$ cat src/rtl/decode_imm_sequencer.sv
// decode_imm_sequencer: IF/ID register with 1-entry skid buffer and immediate-extender select decode
module decode_imm_sequencer #(
  parameter int CNT_W = 16,
  parameter logic [31:0] NOP_INSTR = 32'h00000013
) (
  input  logic             clk,
  input  logic             rst_n,
  input  logic [31:0]      InstrF,
  input  logic [31:0]      PCF,
  input  logic             ValidF,
  output logic             ReadyF,
  input  logic             FlushD,
  input  logic             ReadyE,
  output logic             ValidD,
  output logic [31:0]      InstrD,
  output logic [31:0]      PCD,
  output logic [24:0]      ImmD,
  output logic [2:0]       ImmSrcD,
  output logic             ImmUsedD,
  output logic             IllegalD,
  output logic [CNT_W-1:0] StallCntD
);
  typedef enum logic [1:0] {EMPTY, FULL, SKID} state_t;
  state_t state;
  logic [31:0] main_instr, main_pc, skid_instr, skid_pc;
  logic in_beat, out_beat;
  logic [2:0] imm_src;
  logic imm_used, illegal;
  assign ReadyF = state != SKID;
  assign ValidD = state != EMPTY;
  assign in_beat = ValidF && ReadyF;
  assign out_beat = ValidD && ReadyE;
  always_ff @(posedge clk or negedge rst_n)
    if (!rst_n) begin
      state <= EMPTY;
      main_instr <= NOP_INSTR;
      main_pc <= '0;
      skid_instr <= NOP_INSTR;
      skid_pc <= '0;
      StallCntD <= '0;
    end else begin
      if (ValidD && !ReadyE && !(&StallCntD)) StallCntD <= StallCntD + 1'b1;
      if (FlushD) state <= EMPTY;
      else case (state)
        EMPTY: if (in_beat) begin
          state <= FULL;
          main_instr <= InstrF;
          main_pc <= PCF;
        end
        FULL: if (in_beat && out_beat) begin
          main_instr <= InstrF;
          main_pc <= PCF;
        end else if (in_beat) begin
          state <= SKID;
          skid_instr <= InstrF;
          skid_pc <= PCF;
        end else if (out_beat) state <= EMPTY;
        SKID: if (out_beat) begin
          state <= FULL;
          main_instr <= skid_instr;
          main_pc <= skid_pc;
        end
        default: state <= EMPTY;
      endcase
    end
  always_comb begin
    imm_src = 3'b000;
    imm_used = 1'b0;
    illegal = 1'b0;
    case (main_instr[6:0])
      7'b0000011, 7'b0010011, 7'b1100111, 7'b1110011: imm_used = 1'b1;
      7'b0100011: begin imm_src = 3'b001; imm_used = 1'b1; end
      7'b1100011: begin imm_src = 3'b010; imm_used = 1'b1; end
      7'b1101111: begin imm_src = 3'b011; imm_used = 1'b1; end
      7'b0110111, 7'b0010111: begin imm_src = 3'b100; imm_used = 1'b1; end
      7'b0110011: imm_used = 1'b0;
      default: illegal = 1'b1;
    endcase
  end
  assign InstrD = ValidD ? main_instr : NOP_INSTR;
  assign PCD = ValidD ? main_pc : '0;
  assign ImmD = InstrD[31:7];
  assign ImmSrcD = ValidD ? imm_src : 3'b000;
  assign ImmUsedD = ValidD && imm_used;
  assign IllegalD = ValidD && illegal;
endmodule
$ cat config.mk
export PLATFORM = sky130hd
export DESIGN_NAME = decode_imm_sequencer
export DESIGN_NICKNAME = d
export VERILOG_FILES = /design/src/rtl/decode_imm_sequencer.sv
export SDC_FILE = /design/constraint.sdc
export NUM_CORES = 1
export LEC_CHECK = 0
export CAP_MARGIN = 10
export CORE_UTILIZATION = 25
export DETAILED_ROUTE_END_ITERATION = 6
export GPL_ROUTABILITY_DRIVEN = 0
export PLACE_DENSITY = 0.57
export SETUP_SLACK_MARGIN = 0.15
export SYNTH_ARGS = -nofsm -noshare
export SYNTH_HDL_FRONTEND = slang
export SYNTH_SLANG_ARGS = --single-unit
$ cat constraint.sdc
create_clock -name clk -period 4.19 [get_ports clk]
set_input_delay 0.419 -clock clk [delete_from_list [all_inputs] [get_ports clk]]
set_output_delay 0.419 -clock clk [all_outputs]
set_load 0.05 [all_outputs]
==> impl_results.md <==
* Place WS at 1278 ps
* Ys flop type: dfrtp_1
* Synthesized area at 0.007218 mm²
* F_max at 306.4 MHz
* Worst rel slew slack at 0.5021
* Number of synthesized register bits at 146
* Seq/Total Area, Yosys at 0.5072
* Commonest non-fill, non-tap cell in the layout: mux2_2
* Crit share post-route at 0.7789
* Post-synth EDFFs at 0
* Met3 wire length at 1057 µm
* Layout Area Growth over Synthesis at 36.07%
* Routed Antenna Nets at 0
* I/O pins at 181
* Average routed wire per standard cell at 15.23 µm
* Skew final at 9.132 ps
* DIE AREA at 0.02956 mm²
* CP max FO at 48
* Pwr Density at 494.8 mW/mm²
* Clock Latency Late Sink at 420 ps
* Clk slew on worst S/H paths at 70 ps
* Pre-antenna DRT Iters at 4
* Row cnt at 61
* Met2 routed WL at 7389 µm
* Worst Tran Pin Value at 746.8 ps
* Commonest non-fill, non-tap cells in the layout: mux2_2 (192), clkdlybuf4s50_1 (179), dfrtp_1 (140), and2_1 (60), clkbuf_16 (17)
* Hold Buf Count CTS at 0
* Fillers at between 2000 and 3000
* Highest Signal Layer: met5
* Async S/R FF share, synth at 1.000
* DRT Wirelength at roughly 17000 µm
* Tmin final at between 3000 and 4000 ps
* Synth cell types at around 40
* Critical Path End Type: output pin
* Crit path buffers/inverters at 3
* Final Slew Violations at 0
* DR iter-0 viols at 167
* Final hold violations at 0
* Wl on met1 at 8074 µm
* PortBufs at 180
* Starting Density at 0.2570
* Post-DP HPWL at 10800 µm
* Initial antenna violation count at 2
* Arr. time, crit path at 2840 ps
* Setup TNS at 0 ps
* Share of cells above drive strength 1 at 0.3426
* Vias in the first global route at between 4000 and 5000
* Critical Path Slowest Stage Cell: clkdlybuf4s50_1
* Vias per cell at about 4.3
* RSZ-0062 raised after global routing: false
* Total Routing Usage GR at 0.1181
* Core Box Area at around 0.028 mm²
* CTS tree: built
* Slowest cell delay on critical path at approximately 800 ps
* Max Cap Viol at 0
* First-pass GRT wire length at 26770 µm
* Num Clock Sinks at 146
* Fin worst setup slack at 926.4 ps
* Vias at roughly 4700
* Synthesized netlist cell count at 551
* CP top delay family: buffers and inverters
* Nets@finish at 775
* Gr ovfl total at 0
* Warnings from Yosys at 0
* Number of remaining DRC errors at 0
* DIE HEIGHT at 171.9 µm
* Hold Crit Class: in -> async
* Largest net degree at the start of global routing at 78
* WS Path Type: reg -> out
* Synthesized area per cell at 13.10 µm²
* Crit path required time at 3770 ps
* Syn Nets at 621
* Clock Tree Root: clkbuf_16
* CTS H-tree lvls at 4
* # setup viols final at 0
* Bufs on Longest Clock Path at 2
* CP Launch Type: flip-flop
* LEAKAGE at 3.871 nW
* Max VDD drop at ~360 µV
* Status: complete, no violations
* Die width at 171.9 µm
* TritonCTS Buffers at 17
* Crit path cell chain: nor2_1 > inv_2 > buf_4 > and2_1 > clkdlybuf4s50_1
* Resized Gates After CTS at 0
* Post-CTS setup repair buffer count at 0
==> flip-flops by register name (all words and copies together) (netlist names) <==
register	flops
skid_pc	32
main_instr	32
skid_instr	32
StallCntD	16
main_pc	32
state	2
==> cell families (layout without fill, tap and decap cells) <==
| group | count (synthesis) | in the layout | synth area share |
|---|---|---|---|
| buf+inv | 56 | 223 | 0.05356 |
| fa+ha+maj | 1 | 1 | 0.001733 |
| simple gates | 125 | 125 | 0.1037 |
| mux | 195 | 195 | 0.3039 |
| xor+xnor | 12 | 12 | 0.01456 |
| flops | 146 | 146 | 0.5072 |
| compound gates | 16 | 16 | 0.01543 |
| other cells | 0 | 1 | 0 |
==> stage by stage <==
step | util | std cells | hold slack, ps | total power, mW | instance area, µm²
final | 0.3497 | 1097 | 22.28 | 4.860 | 9822
after global routing | 0.3496 | 1096 | 65.30 | 5.120 | 9819
after CTS | 0.3496 | 1096 | 51.09 | 4.948 | 9819
after detailed placement | 0.3277 | 1064 | 466.7 | 3.284 | 9204
after global placement | 0.3277 | 1064 | 461.8 | 3.261 | 9204
after floorplan | - | 551 | 123.4 | 2.857 | 7218
==> synthesized netlist by cell type, drive strengths merged, types with 5 or more instances <==
library cell	n	share of area
dfrtp	140	0.49
buf	45	0.048
and2	60	0.052
dfstp	6	0.022
nor3	6	0.0049
nor4	7	0.0078
nand2	10	0.0052
xor2	5	0.0061
xnor2	7	0.0085
clkbuf	8	0.0042
a21oi	6	0.0057
nand4	7	0.0061
nand2b	6	0.0052
nor2	10	0.0052
mux2	193	0.30
==> path summary, 6_finish.rpt <==
kind | slack [ps] | end | from | cells after the start
max in group asynchronous | 3270 | skid_instr[0] | rst_n | 2
setup / recovery | 930 | ImmD[8] | state[0] | 5
setup reg to reg | 2110 | main_pc[0] | state[1] | 5
min in group clk | 480 | main_pc[23] | main_pc[23] | 1
hold reg to reg | 480 | main_pc[23] | main_pc[23] | 1
hold / removal | 20 | skid_instr[19] | rst_n | 1
==> final cells by class <==
type                            instances  area, µm²  share of cell area
Sequential cell                       146       3661              0.3727
Multi-Input combinational cell        349       3183              0.3241
Timing Repair Buffer                  188       1876              0.1910
Tap cell                              378      473.0             0.04815
Clock buffer                           19      442.9             0.04510
Clock inverter                         13      172.7             0.01758
Inverter                                3      11.26            0.001146
Antenna cell                            1      2.502           0.0002548
==> power breakdown <==
part	total [mW]	internal [mW]	switching [mW]
combinational	1.32	0.597	0.719
sequential	1.93	1.75	0.183
clock	1.62	0.965	0.650
==> routing by layer <==
layer / GRT usage / up-vias
met5: 0 / -
met1: 0.1604 / 2366
met2: 0.1811 / 130
met3: 0.03433 / 13
met4: 0.03347 / 2
li1: - / 2233
(Power assumes the default switching activity.)
